==> src/rtl/load_extend_unit.sv <==
// Registered load-data extension for the memory stage: selects the addressed bytes of a read
// beat, sign- or zero-extends them, and stitches boundary-crossing loads from two beats.
module load_extend_unit #(
  parameter int unsigned DATA_WIDTH       = 32,
  parameter int unsigned ALLOW_MISALIGNED = 1,
  parameter int unsigned OFF_W            = $clog2(DATA_WIDTH / 8)
) (
  input  logic                  clk,
  input  logic                  rst,
  input  logic                  in_valid,
  output logic                  in_ready,
  input  logic [DATA_WIDTH-1:0] in_data,
  input  logic [OFF_W-1:0]      in_offset,
  input  logic [4:0]            in_sx_op,
  output logic                  out_valid,
  input  logic                  out_ready,
  output logic [DATA_WIDTH-1:0] out_data,
  output logic                  out_err
);

  // isa_shared extension op encoding
  localparam logic [4:0] SX_0700  = 5'd0;
  localparam logic [4:0] SXU_0700 = 5'd1;
  localparam logic [4:0] SX_1500  = 5'd2;
  localparam logic [4:0] SXU_1500 = 5'd3;
  localparam logic [4:0] SX_3100  = 5'd4;
  localparam logic [4:0] SXU_3100 = 5'd5;
  localparam logic [4:0] SX_6300  = 5'd6;
  localparam logic [4:0] SX_1100  = 5'd7;
  localparam logic [4:0] SX_2000  = 5'd8;

  localparam int unsigned BEAT_BYTES = DATA_WIDTH / 8;
  localparam int unsigned IDX_W      = $clog2(DATA_WIDTH);
  localparam logic [OFF_W:0] BEAT_BYTES_W = BEAT_BYTES[OFF_W:0];

  typedef enum logic [0:0] {S_IDLE, S_HI} state_e;

  state_e                state_q;
  logic [DATA_WIDTH-1:0] lo_q;
  logic [OFF_W-1:0]      off_q;
  logic [4:0]            op_q;

  logic [4:0]              cur_op;
  logic [OFF_W-1:0]        cur_off;
  logic [6:0]              nbits;
  logic                    sgn;
  logic                    imm;
  logic                    legal;
  logic [OFF_W:0]          nbytes;
  logic [OFF_W:0]          end_pos;
  logic                    crossing;
  logic                    err;
  logic [OFF_W+2:0]        shamt;
  logic [2*DATA_WIDTH-1:0] window;
  logic [DATA_WIDTH-1:0]   sel;
  logic [IDX_W-1:0]        top_idx;
  logic                    fill;
  logic [DATA_WIDTH-1:0]   ext_val;
  logic [DATA_WIDTH-1:0]   result;

  assign in_ready = !out_valid || out_ready;

  always_comb begin
    // The second beat reuses the offset and op captured with the first beat.
    cur_op  = (state_q == S_HI) ? op_q : in_sx_op;
    cur_off = (state_q == S_HI) ? off_q : in_offset;

    nbits = 7'd0;
    sgn   = 1'b0;
    imm   = 1'b0;
    legal = 1'b1;
    case (cur_op)
      SX_0700:  begin nbits = 7'd8;  sgn = 1'b1; end
      SXU_0700: begin nbits = 7'd8;  end
      SX_1500:  begin nbits = 7'd16; sgn = 1'b1; end
      SXU_1500: begin nbits = 7'd16; end
      SX_3100:  begin nbits = 7'd32; sgn = 1'b1; end
      SXU_3100: begin nbits = 7'd32; legal = (DATA_WIDTH == 64); end
      SX_6300:  begin nbits = 7'd64; legal = (DATA_WIDTH == 64); end
      SX_1100:  begin nbits = 7'd12; sgn = 1'b1; imm = 1'b1; end
      SX_2000:  begin nbits = 7'd21; sgn = 1'b1; imm = 1'b1; end
      default:  legal = 1'b0;
    endcase

    nbytes   = (OFF_W + 1)'(nbits >> 3);
    end_pos  = {1'b0, cur_off} + nbytes;
    crossing = legal && !imm && (end_pos > BEAT_BYTES_W);
    err      = !legal || (crossing && (ALLOW_MISALIGNED == 0));

    window = (state_q == S_HI) ? {in_data, lo_q} : {{DATA_WIDTH{1'b0}}, in_data};
    shamt  = imm ? '0 : {cur_off, 3'b000};
    sel    = DATA_WIDTH'(window >> shamt);

    top_idx = IDX_W'(nbits - 7'd1);
    fill    = sgn & sel[top_idx];
    for (int i = 0; i < int'(DATA_WIDTH); i++) begin
      ext_val[i] = (i < int'(nbits)) ? sel[i] : fill;
    end

    result = err ? '0 : ext_val;
  end

  always_ff @(posedge clk) begin
    if (rst) begin
      state_q   <= S_IDLE;
      lo_q      <= '0;
      off_q     <= '0;
      op_q      <= '0;
      out_valid <= 1'b0;
      out_data  <= '0;
      out_err   <= 1'b0;
    end else begin
      if (out_ready) begin
        out_valid <= 1'b0;
      end
      if (in_valid && in_ready) begin
        if (state_q == S_IDLE && crossing && !err) begin
          lo_q    <= in_data;
          off_q   <= in_offset;
          op_q    <= in_sx_op;
          state_q <= S_HI;
        end else begin
          out_valid <= 1'b1;
          out_data  <= result;
          out_err   <= err;
          state_q   <= S_IDLE;
        end
      end
    end
  end

endmodule

==> config.mk <==
export PLATFORM = sky130hd
export DESIGN_NAME = load_extend_unit
export DESIGN_NICKNAME = d
export VERILOG_FILES = /design/src/rtl/load_extend_unit.sv
export SDC_FILE = /design/constraint.sdc
export NUM_CORES = 1
export LEC_CHECK = 0
export ABC_AREA = 0
export CAP_MARGIN = 20
export CORE_AREA = 5 5 145 147
export DETAILED_ROUTE_END_ITERATION = 10
export DIE_AREA = 0 0 150 152
export GPL_ROUTABILITY_DRIVEN = 0
export HOLD_SLACK_MARGIN = 0.06
export PLACE_DENSITY = 0.52
export SYNTH_ARGS = -nofsm -noshare
export SYNTH_HDL_FRONTEND = slang
export SYNTH_SLANG_ARGS = --single-unit
==> constraint.sdc <==
create_clock -name clk -period 3.7 [get_ports clk]
set_input_delay 0.74 -clock clk [delete_from_list [all_inputs] [get_ports clk]]
set_output_delay 0.74 -clock clk [all_outputs]
set_load 0.02 [all_outputs]
==> flow_summary.yaml, run 1 <==
sta:
  finalHoldViolCount: 0
  fin_tns_setup_ns: 0
  setup_viol: 0
  rsz0062_at_grt: "no"
  fmax_mhz: 281
  tightest_slew_ns: 0.629
  final.period_utilization: 0.961
  finClkSkew_ns: 0.00626
  max_slew_margin: 0.580
  fin_crit_ns: 3.56
  finalMaxSlewViolations: 0
  hold_ws_ns: 0.481
global_routing:
  grt_pass1_wl_um: 26000
  grt_max_degree: 42
  grt_overflow: 0
  antenna_found_initial: 0
  grt.total_usage: 0.143
  first_global_vias: 4476
clock_tree:
  clk_latency_ns: 0.34
  cts_buffer_depth: 2
  cts_tree: "yes"
  htree_levels: 3
  cts.root.buffer_cell: "clkbuf_16"
  clkSinkCount: 74
  clkSlewWorstSetupHoldPaths_ns: 0.06
  cts_buffers: 9
routing:
  firstDrtPassIters: 5
  vias: 4603
  drc: 0
  drt_iter0_drc: 377
  vias_per_cell: 5.09
  wl_per_cell_um: 18.2
  drt-total-wl_um: 16500
  ant_nets: 0
cells_and_area:
  nFillCells: 2032
  drive_gt1_frac: 0.211
  antenna_cells: 0
  regArea_um2: 1480
  nets: 675
  area_growth_syn_to_layout_pct: 38.8
  multi_input_area_um2: 3140
floorplan:
  core_area_um2: 19800
  die_area_um2: 22800
  die_h_um: 152
  ios: 78
  start_util: 0.241
  dieWidth_um: 150
  std_cell_rows: 52
job:
  drv_cap: 0
setup_path:
  critPathArrivalTime_ns: 3.78
  start_kind: "primary input"
  critPathMaxFanout: 25
  required_ns: 3.93
  critPathKind: "in -> reg"
  cp-end-kind: "register"
logic_synthesis:
  syn_inst: 516
  yosys.area_share.adder: 0.00681
  ys.warnings.count: 0
  synth_cell_types: 74
  ys_ff_latch: 74
  async_flop_share: 0
  synth_ff_type: "dfxtp_1"
  synth_top_family_by_area: "multiplexers"
  synth_xor_area_frac: 0.00550
  syn-cell-area_um2: 4770
  synthSimpleGateAreaFrac: 0.177
  synth_compound_area_frac: 0.209
  avgSynthCellArea_um2: 9.25
  synth_mux_area_frac: 0.247
  synth-edff-count: 0
  yosysSeqAreaShare: 0.310
  synth.net_count: 561
run_status:
  status: "completed"
power:
  power_density_nw_per_um2: 359
  leakage_nw: 2.37
  peakVddDrop_mv: 0.200
  finalPower_mw: 2.38
placed_design:
  hpwlAfterDp_um: 12800
  io_buffers: 77
worst_hold_path:
  hold_class: "reg -> reg"
-- report_power, final --
| part | leakage [nW] | total, mW | switching [mW] | internal [mW] |
|---|---|---|---|---|
| Combinational | 1.61 | 0.562 | 0.304 | 0.258 |
| Sequential | 0.598 | 0.830 | 0.0155 | 0.815 |
| Clock | 0.164 | 0.987 | 0.371 | 0.616 |
-- Yosys cell counts (7+ instances only) --
master / n / area (um^2)
a22o_1: 11 / 96.3
clkbuf_1: 24 / 90.1
a221o_1: 19 / 190
nand2_1: 42 / 158
mux2_2: 12 / 135
nor2_1: 66 / 248
mux4_2: 15 / 338
nor3b_1: 9 / 67.6
dfxtp_1: 74 / 1480
a21oi_1: 14 / 70.1
mux2i_1: 65 / 651
nand3_1: 15 / 75.1
nor3_1: 7 / 35.0
o31ai_1: 8 / 60.1
a22oi_1: 7 / 52.6
-- cells by family (layout without fill, tap and decap cells) --
group / after synthesis / in the layout
buffers and inverters: 45 / 164
DFF: 74 / 74
AOI/OAI and AO/OA: 124 / 124
and+or+nand+nor: 172 / 172
adders and majority gates: 2 / 2
xor gates and xnor gates: 3 / 3
muxes: 96 / 96
-- critical path, stage by stage --
cell and delay, ns:
clkdlybuf4s50_1 0.41, buf_4 0.18, mux2i_4 0.18, nand2b_1 0.08, a211o_1 0.34, fa_1 0.52
inv_1 0.05, o221ai_2 0.17, o21ai_1 0.12, buf_4 0.18, nor2b_2 0.17, buf_12 0.16
nand2_1 0.09, o31ai_2 0.06, a311o_1 0.32
-- per-layer routing --
layer  GRT usage  up-vias  share of wire  wire length (um)
li1            -     2205              -                 -
met1       0.200     2224           0.46              7510
met2       0.220      155           0.46              7570
met3      0.0283       19          0.067              1100
met4      0.0431        0          0.018               304
met5           0        -              0                 0
-- metrics by stage --
step	instance area, um^2	util	setup slack, ns	instances
after CTS	6590	0.333	0.0238	905
after global placement	6230	0.315	-0.440	889
final	6630	0.335	0.144	905
after detailed placement	6230	0.315	-0.546	889
after global routing	6630	0.335	0.0293	905
after floorplan	4780	-	0.0427	516
-- final timing paths --
kind | from | endpoint | slack [ns] | depth (start not counted)
worst max register to register | state_q | out_data[21] | 0.30 | 15
worst min register to register | out_data[4] | out_data[4] | 0.48 | 1
worst max-delay path | in_sx_op[3] | out_data[22] | 0.14 | 15
worst min-delay path | out_data[4] | out_data[4] | 0.48 | 1
-- final cells by class --
cell class,count,share of cell area
Multi-Input combinational cell,397,0.475
Tap cell,270,0.0510
Inverter,6,0.00340
Timing Repair Buffer,142,0.197
Clock inverter,6,0.0144
Sequential cell,74,0.224
Clock buffer,10,0.0361
-- sequential cells by signal, summed over array words and instances (netlist names) --
register	cells
out_valid	1
op_q	5
lo_q	32
out_err	1
state_q	1
out_data	32
off_q	2
-- cells in the final DEF (no fill, tap or decap), types with 8 or more instances in the layout --
master and instances:
nor2_1 66, buf_4 62, clkbuf_16 9, nor3b_1 8, a22o_1 11, dfxtp_1 73
mux2i_1 65, nand3_1 15, mux2_2 12, nand2_1 42, a21oi_1 14, a221o_1 19
mux4_2 15, clkdlybuf4s50_1 74
-- repair_timing --
action | 4_1_cts | 5_1_grt
endpoints found under the setup margin | 4 | 65
hold buffers | 0 | 0
pin swaps | 0 | 2
gates resized for setup | 5 | 8
setup buffers | 0 | 0
(Power assumes the default switching activity.)
==> run 2, diff against run 1 <==
--- a/config.mk
+++ b/config.mk
@@ -13,6 +13,7 @@
 export GPL_ROUTABILITY_DRIVEN = 0
 export HOLD_SLACK_MARGIN = 0.06
 export PLACE_DENSITY = 0.52
+export SLEW_MARGIN = 10
 export SYNTH_ARGS = -nofsm -noshare
 export SYNTH_HDL_FRONTEND = slang
 export SYNTH_SLANG_ARGS = --single-unit
==> results of run 2 <==
Final layout, timing and power as in run 1 (identical DEF).
